**src/rtl/fan_speed_ctrl.sv**
```systemverilog
// -----------------------------------------------------------------------------
// fan_speed_ctrl
//
// Sits between the debounced front-panel buttons and the fan PWM generator.
// Steps the speed level OFF/LOW/MID/HIGH, soft-ramps the PWM duty toward the
// level's target one percent at a time, and runs an auto-off countdown timer.
// The motor never sees a step change in duty.
//
// Parameters:
//   RAMP_DIV    clock cycles per 1 % duty step
//   SEC_DIV     clock cycles per timer second
//   TIMER_STEP  timer base unit in seconds (5*TIMER_STEP must fit in 9 bits)
//
// Ports:
//   clk        in   system clock
//   reset_p    in   synchronous active-high reset
//   btn_speed  in   1-cycle pulse: advance speed level
//   btn_timer  in   1-cycle pulse: advance timer setting NONE/T1/T3/T5
//   btn_off    in   1-cycle pulse: force OFF and clear the timer
//   duty       out  ramped PWM duty in percent, 0..90
//   level      out  current speed level (0=OFF 1=LOW 2=MID 3=HIGH)
//   timer_sec  out  remaining auto-off seconds, 0 when not armed
//   timer_on   out  auto-off timer armed
//   ramping    out  high while duty differs from the level's target
// -----------------------------------------------------------------------------
module fan_speed_ctrl #(
    parameter int RAMP_DIV   = 1_000_000,
    parameter int SEC_DIV    = 100_000_000,
    parameter int TIMER_STEP = 60
) (
    input  logic       clk,
    input  logic       reset_p,
    input  logic       btn_speed,
    input  logic       btn_timer,
    input  logic       btn_off,
    output logic [6:0] duty,
    output logic [1:0] level,
    output logic [8:0] timer_sec,
    output logic       timer_on,
    output logic       ramping
);

    localparam int RAMP_W = (RAMP_DIV > 1) ? $clog2(RAMP_DIV) : 1;
    localparam int SEC_W  = (SEC_DIV > 1) ? $clog2(SEC_DIV) : 1;

    localparam logic [RAMP_W-1:0] RAMP_LAST = RAMP_W'(RAMP_DIV - 1);
    localparam logic [RAMP_W-1:0] RAMP_ONE  = RAMP_W'(1);
    localparam logic [SEC_W-1:0]  SEC_LAST  = SEC_W'(SEC_DIV - 1);
    localparam logic [SEC_W-1:0]  SEC_ONE   = SEC_W'(1);

    localparam logic [8:0] SEC_T1 = 9'(TIMER_STEP);
    localparam logic [8:0] SEC_T3 = 9'(3 * TIMER_STEP);
    localparam logic [8:0] SEC_T5 = 9'(5 * TIMER_STEP);

    typedef enum logic [1:0] {
        LVL_OFF  = 2'd0,
        LVL_LOW  = 2'd1,
        LVL_MID  = 2'd2,
        LVL_HIGH = 2'd3
    } level_e;

    typedef enum logic [1:0] {
        TMR_NONE = 2'd0,
        TMR_T1   = 2'd1,
        TMR_T3   = 2'd2,
        TMR_T5   = 2'd3
    } tmr_e;

    function automatic logic [6:0] target_of(input level_e l);
        logic [6:0] t;
        unique case (l)
            LVL_OFF:  t = 7'd0;
            LVL_LOW:  t = 7'd30;
            LVL_MID:  t = 7'd60;
            LVL_HIGH: t = 7'd90;
        endcase
        return t;
    endfunction

    // Registered state
    level_e            level_q;
    tmr_e              tmr_q;
    logic [RAMP_W-1:0] ramp_cnt_q;
    logic [SEC_W-1:0]  sec_cnt_q;

    // Next-state values
    level_e            level_d;
    tmr_e              tmr_d;
    logic [RAMP_W-1:0] ramp_cnt_d;
    logic [SEC_W-1:0]  sec_cnt_d;
    logic [6:0]        duty_d;
    logic [8:0]        sec_d;
    logic              on_d;
    logic              ramping_d;

    logic counting;
    logic sec_tc;
    logic expire;

    // The countdown only advances while a fan level is actually running;
    // a timer armed while OFF holds its value.
    assign counting = timer_on && (level_q != LVL_OFF);
    assign sec_tc   = counting && (sec_cnt_q == SEC_LAST);
    assign expire   = sec_tc && (timer_sec == 9'd1);

    always_comb begin
        // NOTE: every signal written here gets a default first, so no path
        // leaves it unassigned and no latch is inferred.
        level_d    = level_q;
        tmr_d      = tmr_q;
        sec_d      = timer_sec;
        on_d       = timer_on;
        sec_cnt_d  = sec_cnt_q;
        duty_d     = duty;
        ramp_cnt_d = ramp_cnt_q;
        ramping_d  = 1'b0;

        // Seconds prescaler and countdown
        if (counting) begin
            if (sec_tc) begin
                sec_cnt_d = '0;
                sec_d     = timer_sec - 9'd1;
            end else begin
                sec_cnt_d = sec_cnt_q + SEC_ONE;
            end
        end

        // Expiry beats btn_speed; the timer drops to NONE so that a
        // simultaneous btn_timer advances from NONE and re-arms to T1.
        if (expire) begin
            level_d = LVL_OFF;
            tmr_d   = TMR_NONE;
            on_d    = 1'b0;
        end else if (btn_speed) begin
            level_d = level_e'(level_q + 2'd1);
        end

        if (btn_timer) begin
            tmr_d     = tmr_e'(tmr_d + 2'd1);
            sec_cnt_d = '0;
            unique case (tmr_d)
                TMR_NONE: begin sec_d = 9'd0;   on_d = 1'b0; end
                TMR_T1:   begin sec_d = SEC_T1; on_d = 1'b1; end
                TMR_T3:   begin sec_d = SEC_T3; on_d = 1'b1; end
                TMR_T5:   begin sec_d = SEC_T5; on_d = 1'b1; end
            endcase
        end

        // btn_off overrides everything above
        if (btn_off) begin
            level_d   = LVL_OFF;
            tmr_d     = TMR_NONE;
            sec_d     = 9'd0;
            on_d      = 1'b0;
            sec_cnt_d = '0;
        end

        // Ramp: a target change restarts the step interval from the current
        // duty, so the first step always lands a full RAMP_DIV later.
        if (level_d != level_q) begin
            ramp_cnt_d = '0;
        end else if (ramp_cnt_q == RAMP_LAST) begin
            ramp_cnt_d = '0;
            if (duty < target_of(level_q)) begin
                duty_d = duty + 7'd1;
            end else if (duty > target_of(level_q)) begin
                duty_d = duty - 7'd1;
            end
        end else begin
            ramp_cnt_d = ramp_cnt_q + RAMP_ONE;
        end

        // Computed from next-state values so the flag tracks duty/level
        // in the same cycle they change.
        ramping_d = (duty_d != target_of(level_d));
    end

    always_ff @(posedge clk) begin
        // NOTE: non-blocking assignments make every register update from the
        // same pre-edge values, independent of statement order.
        if (reset_p) begin
            level_q    <= LVL_OFF;
            tmr_q      <= TMR_NONE;
            ramp_cnt_q <= '0;
            sec_cnt_q  <= '0;
            duty       <= 7'd0;
            timer_sec  <= 9'd0;
            timer_on   <= 1'b0;
            ramping    <= 1'b0;
        end else begin
            level_q    <= level_d;
            tmr_q      <= tmr_d;
            ramp_cnt_q <= ramp_cnt_d;
            sec_cnt_q  <= sec_cnt_d;
            duty       <= duty_d;
            timer_sec  <= sec_d;
            timer_on   <= on_d;
            ramping    <= ramping_d;
        end
    end

    assign level = level_q;

endmodule

```
**config.mk**
```make
export PLATFORM = sky130hd
export DESIGN_NAME = fan_speed_ctrl
export DESIGN_NICKNAME = d
export VERILOG_FILES = /design/src/rtl/fan_speed_ctrl.sv
export SDC_FILE = /design/constraint.sdc
export NUM_CORES = 1
export LEC_CHECK = 0
export ABC_AREA = 1
export BUFFER_PORTS_ARGS = -buffer_cell sky130_fd_sc_hd__buf_2
export CORE_ASPECT_RATIO = 1.1
export CORE_MARGIN = 2
export CORE_UTILIZATION = 55
export DETAILED_ROUTE_END_ITERATION = 10
export PLACE_DENSITY_LB_ADDON = 0.05
export REMOVE_ABC_BUFFERS = 1
export SKIP_LAST_GASP = 1
export SLEW_MARGIN = 40
export SYNTH_ARGS = -nofsm -noshare
export SYNTH_HDL_FRONTEND = slang
export SYNTH_SLANG_ARGS = --single-unit
```
**constraint.sdc**
```tcl
create_clock -name clk -period 2.7 [get_ports clk]
set_input_delay 0.54 -clock clk [delete_from_list [all_inputs] [get_ports clk]]
set_output_delay 0.54 -clock clk [all_outputs]
set_load 0.01 [all_outputs]
```
; ---- Word level (Yosys, flattened, before mapping)
; Index checks and enable logic that the tools add are counted.
[word_totals]
word_cells = 70
output_inout_bits = 20
ff_bits = 69
inputBits = 5
[op_classes]
magnitude_cmp = 2
n_mux = 24
reduce_logical = 15
n_addsub = 7
n_eq_ne = 14
[ops]
columns = cell, count
row1 = 2-to-1 mux 7 bit, 9
row2 = one-hot mux 7 bit (4 select lines), 2
row3 = one-hot mux 9 bit (4 select lines), 1
row4 = "adder 27 x 1 -> 27 bit, second input constant", 1
row5 = "equality test 27 bit, second input constant", 1
row6 = 2-to-1 mux 27 bit, 1
row7 = 2-to-1 mux 9 bit, 3
row8 = "adder 20 x 1 -> 20 bit, second input constant", 1
row9 = "equality test 20 bit, second input constant", 1
row10 = "equality test 2 bit, second input constant", 6
row11 = 2-to-1 mux 2 bit, 5
row12 = "equality test 9 x 1 -> 1 bit, second input constant", 1
row13 = OR reduction 3 bit, 3
row14 = "subtractor 9 x 1 -> 9 bit, second input constant", 1
row15 = nonzero test 2 bit, 4
row16 = "adder 7 x 1 -> 7 bit, second input constant", 1
row17 = greater-than comparator 7 bit, 1
row18 = less-than comparator 7 bit, 1
row19 = inequality test 7 bit, 1
row20 = "subtractor 7 x 1 -> 7 bit, second input constant", 1
row21 = "equality test 2 x 1 -> 1 bit, second input constant", 3
row22 = logical NOT 2 bit, 3
row23 = "adder 2 x 1 -> 2 bit, second input constant", 2
row24 = logical AND 1 bit, 3
row25 = other kinds (5), 6

; ---- Longest topological paths before layout
; Gate-level depths: netlist of run 1.
[depth]
depth_word = 18
depth_mapped = 21

; ---- Worst setup path before layout of run 1
; Ideal clock, no wire load.
[synth_path]
path_kind = flip-flop to flip-flop
from = register level_q[0] (netlist: level[0])
to = register ramping
setup_time_ns = 0.128
path_slack_ns = 0.127
n_path_buf = 1
synth_period_minus_slack_ns = 2.573
stages_incl_launch_ff = 19
t_required_ns = 2.572
arrival_time_ns = 2.446
path_cell_list = dfxtp_1 -> inv_1 -> ha_1 -> inv_1 -> ha_1 -> inv_1 -> o21bai_1 -> nand3_2 -> nand2_1 -> buf_4 -> nor2_1 -> nor2_1 -> nand4_1 -> nand3_1 -> nand2_1 -> nor2_1 -> nand2_1 -> nor2_1 -> nor2_1
[synth_between]
elab_chain_cells = 11
word_cells_on_any_way = 31
cone_classes = 1 x add/sub / 2 x order compare / 8 x eq/ne / 14 x mux / 6 x reduce/logical
[synth_rtl]
columns = element, line_no
row1 = "start, declared", 81  ; level_e level_q;
row2 = "start signal, assigned", 191  ; level_q <= level_d;
row3 = equality test 2 bit (tied with other cells), 71  ; unique case (l)
row4 = one-hot mux 7 bit (4 select lines), 71
row5 = 2-to-1 mux 7 bit, 164  ; if (duty < target_of(level_q)) begin
row6 = 2-to-1 mux 7 bit, 162  ; end else if (ramp_cnt_q == RAMP_LAST) begin
row7 = 2-to-1 mux 7 bit, 160  ; if (level_d != level_q) begin
row8 = greater-than comparator 7 bit, 166  ; end else if (duty > target_of(level_q)) begin
row9 = 2-to-1 mux 7 bit, 166
row10 = 2-to-1 mux 7 bit, 164
row11 = 2-to-1 mux 7 bit, 162
row12 = 2-to-1 mux 7 bit, 160
row13 = inequality test 7 bit *, 175  ; ramping_d = (duty_d != target_of(level_d));
row14 = "end signal, assigned", 198  ; ramping <= ramping_d;
row15 = "end, declared", 40  ; output logic ramping
; Mark *: on every way between the ends. The rest lies on a longest branch, timed or not. The select of a mux whose other input is x is not followed.
; A chain may end at the register's enable or synchronous reset.

; ---- Worst setup path in the final report of run 1
; Same ends and word-level chain as after synthesis.

==> qor.csv, run 1 <==
stage;metric;value;unit
status;status;finished clean;
pwr;Reg power frac;48.5;%
setup_path;Critical Path Fanout Max;7;
pwr;internal power;1.564;mW
floorplan;die area;8400;um^2
yosys;ys async rst share;0;%
yosys;Warnings, synthesis;0;
setup_path;CP peak stage delay;0.34;ns
detailed_routing;1st-iter DRT viols;151;
clock_network;CTS tree;yes;
hold_path;Hold Crit Start;ramp_cnt_q[0];
sta;Final Cycle Share;92.59;%
pwr;Clock power frac;40.5;%
sta;Hold Fails Final Rpt;0;
global_routing;number of global-route vias before repair;3791;
global_routing;largest net degree at the start of global routing;21;
floorplan;die span in y;95.93;um
place;GP Congestion;0.9131;
hold_path;Hold Path Depth;1;
sta;Slew headroom;69.53;%
pwr;Total Power;2.139;mW
setup_path;critical path class;register to register;
clock_network;Clock Latency Late Sink;0.34;ns
finish;Finished Layout Cells;776;
finish;share of cells above drive strength 1;15.50;%
place;Detail Placement HPWL;6944;um
finish;nets@finish;694;
yosys;Synth area leader;dfxtp_1;
detailed_routing;residual DRC count;0;
pwr;PwrDens;443.8;nW/um^2
finish;Area Overhead vs Synth;14.07;%
place;Placed Instances;755;
finish;# diodes;0;
detailed_routing;TritonRoute pass-1 iters;5;
detailed_routing;Total Wirelength;9502;um
pwr;Leakage Power;1.988;nW
floorplan;core area;7473;um^2
pwr;switching part of the total;26.88;%
setup_path;Worst Setup SP;level[0];
yosys;synthesized instance count;623;
global_routing;Total Routing Usage GR;23.23;%
sta;Tmin final;2.500;ns
yosys;EDFF count, synth;0;
yosys;Syn Area/Cell;6.782;um^2
hold_path;Worst Hold Class;register to register;
sta;fmax;400.0;MHz
clock_network;H-tree depth;3;
sta;Clock Skew;0.01334;ns
global_routing;GR Overflow Total;0;
detailed_routing;Post-DRT Antenna Nets;0;
finish;commonest cells after routing, fill and taps aside;nand2_1, nor2_1, inv_1;
yosys;post-synthesis cell area;4225;um^2
run;Max Cap Viol;0;
floorplan;Row Count;33;
detailed_routing;DR vias;4026;
setup_path;worst reg-to-reg path cell count;19;
detailed_routing;routed length per instance;12.24;um
clock_network;Clock Tree Buf Depth;2;
clock_network;CTS clk-pin slew, worst paths;0.08;ns
finish;post-layout util;64.49;%
global_routing;first-pass GRT wire length;15850;um
setup_path;Critical Path, Cell by Cell;buf_4 > ha_1 > inv_1 > ha_1 > nand2_2 > nor2_1 > a21oi_2 > buf_4 > nand2_2 > nand2_1 > inv_1 > nor2_1 > nand4_1 > nand3_1 > nand2_1 > nor2_1 > nand2_1 > nor2_1 > nor2_1;
pwr;largest vdd supply drop;362.7;uV
setup_path;worst r2r src;level[0];
sta;Final Setup Violations;0;
setup_path;CP required;2.94;ns
clock_network;CTS Root Cell;clkbuf_8;
yosys;post-synthesis sequential area ratio;32.69;%
setup_path;Setup crit end kind;register;
place;IO Port Bufs;24;
floorplan;Initial Util;56.54;%
pwr;Logic pwr share;11.1;%
clock_network;CTS sink count;69;
yosys;post-synthesis register bit count;69;
yosys;ys flop type;dfxtp_1;
setup_path;worst endpoint data arrival time;2.74;ns
yosys;post-synth top area share;32.69;%
setup_path;Critical-path top delay cell;dfxtp_2;
global_routing;initial antenna violation count;0;
detailed_routing;Via-to-Cell Ratio;5.188;
sta;Slew Limit Fails;0;
clock_network;CTS Buf Count;9;
yosys;Synth cell types;43;
yosys;Synth area leaders;dfxtp_1, nand2_1, nor2_1;
floorplan;I/O pins;25;
floorplan;Die W;87.57;um
pwr;switching power;0.5751;mW
sta;worst-margin pin slew;0.4536;ns
finish;most common cell after layout, fill and taps aside;nand2_1;
sta;Hold WS;0.4580;ns
setup_path;CP most frequent cell;nor2_1;
setup_path;Critical Path Source Type;register;
## power groups by stage
stage                     combinational (mW)  sequential, mW  clock, mW
after floorplan                        0.150            1.06          0
after global placement                 0.212            1.06          0
after detailed placement               0.215            1.06          0
after CTS                              0.216            1.04      0.884
after global routing                   0.270            1.04      0.929
final                                  0.237            1.04      0.865
## cell usage after synthesis, types with 2 or more instances
master / instances
a22oi_1: 2
xnor2_1: 4
nor3_1: 19
o21a_1: 2
nor2_2: 2
o21ai_1: 2
nand3_1: 52
nor4_1: 6
a21oi_1: 30
nand2_4: 5
nor2_4: 5
inv_1: 84
or2_2: 2
dfxtp_1: 69
a31o_2: 2
nand2_2: 8
ha_1: 23
inv_2: 6
o21ai_0: 19
nor3b_1: 6
nand2_1: 130
xor2_1: 12
nand4_1: 13
nor2_1: 91
a31oi_1: 3
a21oi_2: 2
buf_2: 3
a211oi_1: 4
nand3b_1: 2
clkbuf_1: 2
## layout make-up
class	count	area (um^2)
fillers	699	2654
multi-input cells	460	2556
flip-flops and latches	69	1384
inverters	90	337.8
repair buffers	36	210.2
clock buffers	11	141.4
well taps	105	131.4
clock inverters	5	58.81
## path summary, 6_finish.rpt
path              slack (ns)             to
hold reg to reg         0.46  ramp_cnt_q[0]
setup / recovery        0.20        ramping
hold / removal          0.46  ramp_cnt_q[0]
setup reg to reg        0.20        ramping
## logic make-up (layout without fill, tap and decap cells)
logic type | Yosys count | count (layout) | synth area share, %
AO/OA/AOI/OAI | 74 | 74 | 10.60
XOR/XNOR | 16 | 16 | 3.316
adder cells (fa/ha/maj) | 23 | 23 | 6.811
buffers and inverters | 96 | 142 | 8.706
flip-flops | 69 | 69 | 32.69
AND/OR/NAND/NOR | 345 | 347 | 37.87
## metal layers
layer	track usage [%]	vias to the layer above	routed length [um]
li1	-	2112	-
met2	41.98	88	4783
met1	27.34	1810	4224
met3	4.717	16	340
met5	0	-	0
met4	7.436	0	155
## through the flow
step | cell area, um^2 | setup slack (ns) | TNS [ns]
5_1_grt | 4820 | -0.02573 | -0.02573
4_1_cts | 4715 | 0.08300 | 0
3_5_place_dp | 4514 | 0.1074 | 0
2_1_floorplan | 4195 | 0.08086 | 0
3_3_place_gp | 4514 | 0.1530 | 0
6_report | 4820 | 0.2000 | 0
## state kept, by name (all words and copies together), names as in the netlist
name / flops
duty: 7
ramping: 1
ramp_cnt_q: 20
level: 2
timer_on: 1
sec_cnt_q: 27
timer_sec: 9
tmr_q: 2
## critical path: cells and delay by family, from the launching register on
kind                     cells  cell delay [ns]
AND/OR/NAND/NOR             12             1.07
AO/OA/AOI/OAI                1             0.16
adder cells (fa/ha/maj)      2             0.44
buffers and inverters        4             0.38
flip-flops                   1             0.34
## repair_timing
| item | 4_1_cts | 5_1_grt |
|---|---|---|
| buffers inserted | 0 | 3 |
| endpoints found under the setup margin | 0 | 1 |
| gates resized for setup | 0 | 18 |
| hold buffers | 0 | 0 |
No activity file was read; power rests on OpenSTA's default activity.
==> run 2, diff against run 1 <==
- PLACE_DENSITY_LB_ADDON: 0.05 -> 0.08
==> run 2 against run 1 <==
Effect of this change: die area did not move; sequential power is essentially flat; combinational power increased by 6%; sequential cell count stayed put; routed wire length up 0.38%; register-to-register slack worse by 0.02 ns; total power rose by 1.5%; clock skew about the same; clock-buffer cell count rose by 2; worst hold slack worse by 0.0082 ns; largest cell class unchanged.
==> qor.csv, run 2 (same netlist as run 1, synthesis figures left out) <==
stage;metric;value;unit;change
setup_path;Worst Setup SP;level[1];;
setup_path;Critical Path Fanout Max;7;;unchanged
run;Max Cap Viol;0;;unchanged
setup_path;number of stages on the worst setup path;21;;+2
floorplan;die area;8400;um^2;unchanged
sta;Slew headroom;64.66;%;-4.9 points
detailed_routing;Via-to-Cell Ratio;5.252;;+1.2%
setup_path;Critical-path top delay cell;dfxtp_2;;
finish;Largest Register;sec_cnt_q;;
detailed_routing;DR vias;4107;;+2.0%
finish;multi-input logic area;2597;um^2;+1.6%
finish;Largest regs;sec_cnt_q: 27 flops, ramp_cnt_q: 20 flops, timer_sec: 9 flops;;
clock_network;CTS Root Cell;clkbuf_8;;
sta;Hold Fails Final Rpt;0;;unchanged
setup_path;CP peak stage delay;0.37;ns;+0.03 ns
sta;fmax;397.5;MHz;-0.62%
setup_path;CP most frequent cell;nand2_1;;
finish;fill cell count;681;;-2.6%
global_routing;GR Overflow Total;0;;unchanged
floorplan;die span in y;95.93;um;unchanged
setup_path;worst reg-to-reg path cell count;21;;+2
setup_path;worst r2r src;level[1];;
setup_path;Critical Path, Cell by Cell;buf_6 > ha_1 > inv_1 > ha_1 > nand2_2 > nor2_1 > a21oi_2 > buf_4 > nand2_4 > nand2_1 > nand2_1 > nor2_1 > nand4_1 > buf_4 > nand2_1 > nand2_1 > nand2_1 > inv_1 > nand2_1 > nor2_1 > nor2_1;;
sta;Hold WS;0.4498;ns;-0.008195 ns
finish;commonest cells after routing, fill and taps aside;nand2_1, nor2_1, inv_1;;
detailed_routing;Post-DRT Antenna Nets;0;;unchanged
sta;Clock Skew;0.01379;ns;+0.0004493 ns
clock_network;CTS Buf Count;9;;unchanged
finish;most common cell after layout, fill and taps aside;nand2_1;;
setup_path;Worst setup endpoint;ramping;;
floorplan;Initial Util;56.54;%;unchanged
pwr;PwrDens;441.2;nW/um^2;-0.60%
clock_network;CTS clk-pin slew, worst paths;0.08;ns;about the same
setup_path;delay-heaviest family, CP;simple AND/OR/NAND/NOR gates;;
detailed_routing;TritonRoute pass-1 iters;5;;unchanged
clock_network;CTS tree;yes;;
clock_network;CTS sink count;69;;unchanged
hold_path;Worst Hold Class;register to register;;
clock_network;Clock Tree Buf Depth;2;;unchanged
global_routing;largest net degree at the start of global routing;21;;unchanged
detailed_routing;1st-iter DRT viols;176;;+17%
finish;Area Overhead vs Synth;16.46;%;
finish;design area;4921;um^2;+2.1%
pwr;largest vdd supply drop;273.9;uV;-24%
place;Cell Area, Placed;4499;um^2;-0.33%
floorplan;core area;7473;um^2;unchanged
global_routing;initial antenna violation count;0;;unchanged
finish;Finished Layout Cells;782;;+0.77%
detailed_routing;Total Wirelength;9538;um;+0.38%
place;GP Congestion;0.8920;;-2.3%
clock_network;hold-fix buffer count after cts;0;;unchanged
setup_path;Critical Path Source Type;register;;
sta;Final Setup Violations;0;;unchanged
global_routing;Total Routing Usage GR;23.68;%;+0.45 points
sta;worst-margin pin slew;0.5261;ns;+0.07246 ns
floorplan;Die W;87.57;um;unchanged
global_routing;number of global-route vias before repair;3732;;-1.6%
place;IO Port Bufs;24;;unchanged
setup_path;worst reg2reg path endpoint;ramping;;
finish;post-layout util;65.85;%;+1.4 points
detailed_routing;residual DRC count;0;;unchanged
global_routing;first-pass GRT wire length;15810;um;-0.22%
finish;sequential cell area;1384;um^2;unchanged
status;status;finished clean;;
sta;Final Cycle Share;93.17;%;+0.57 points
sta;Tmin final;2.515;ns;+0.01552 ns
finish;# diodes;0;;unchanged
finish;number of flip-flops in the largest register;27;;unchanged
floorplan;I/O pins;25;;unchanged
clock_network;Clock Latency Late Sink;0.36;ns;+0.02 ns
setup_path;Setup crit end kind;register;;
pwr;Leakage Power;2.024;nW;+1.8%
setup_path;critical path class;register to register;;
detailed_routing;routed length per instance;12.20;um;-0.39%
finish;nets@finish;700;;+0.86%
setup_path;WP buf/inv;5;;+1
setup_path;R2R Setup Slk;0.18;ns;-0.02 ns
place;Detail Placement HPWL;6866;um;-1.1%
setup_path;worst endpoint data arrival time;2.82;ns;+0.08 ns
setup_path;CP required;3.00;ns;+0.06 ns
floorplan;Row Count;33;;unchanged
clock_network;H-tree depth;3;;unchanged
sta;Slew Limit Fails;0;;unchanged
place;Placed Instances;753;;-0.26%
finish;share of cells above drive strength 1;17.28;%;+1.8 points
==> run 2: changes by cell type in the layout (fill, tap and decap cells not counted), moves of 2 or more <==
cell and change:
inv_4 +2, nand3_1 -2, buf_4 +4, ha_2 +2, ha_4 +3, ha_1 -5, nand3_2 +3, clkinvlp_4 -2
buf_6 +2
==> run 2: repair_timing <==
item / in CTS / in global routing
setup endpoints to repair: 0 / 1
gates resized for setup: 0 / 31
setup buffers: 0 / 11
endpoints found under the hold margin: 0 / 0
==> run 2: worst min path at each step <==
stage | from | endpoint | cells past startpoint
finish | ramp_cnt_q[0] | ramp_cnt_q[0] | 1
global route | ramp_cnt_q[0] | ramp_cnt_q[0] | 1
CTS | ramp_cnt_q[0] | ramp_cnt_q[0] | 1
detailed placement | ramp_cnt_q[0] | ramp_cnt_q[0] | 1
global placement | ramp_cnt_q[0] | ramp_cnt_q[0] | 1
floorplan | ramp_cnt_q[0] | ramp_cnt_q[0] | 1
==> run 2: area by class of cell <==
| class | instances | share of cell area (%) |
|---|---|---|
| multi-input cells | 460 | 52.78 |
| repair buffers | 42 | 5.339 |
| clock inverters | 3 | 0.8899 |
| clock buffers | 13 | 3.229 |
| flip-flops and latches | 69 | 28.12 |
| inverters | 90 | 6.967 |
| well taps | 105 | 2.670 |
==> run 2: power breakdown <==
part / switching (mW) / internal (mW) / leakage, nW
clock: 0.403 / 0.478 / 0.104
sequential: 0.00975 / 1.03 / 0.558
combinational: 0.159 / 0.0926 / 1.36
==> run 2: per-layer routing <==
layer | vias up | global-route usage [%] | routed length (um)
li1 | 2124 | - | -
met1 | 1875 | 27.18 | 4179
met2 | 93 | 42.23 | 4786
met3 | 15 | 4.803 | 390
met4 | 0 | 10.38 | 181
met5 | - | 0 | 0
==> run 2: metrics by stage <==
stage | power, mW | TNS [ns] | setup WS [ns]
after floorplan | 1.215 | 0 | 0.08086
after global placement | 1.270 | 0 | 0.1416
after detailed placement | 1.272 | 0 | 0.06765
after CTS | 2.148 | 0 | 0.05126
after global routing | 2.273 | -0.03493 | -0.03493
final | 2.171 | 0 | 0.1845
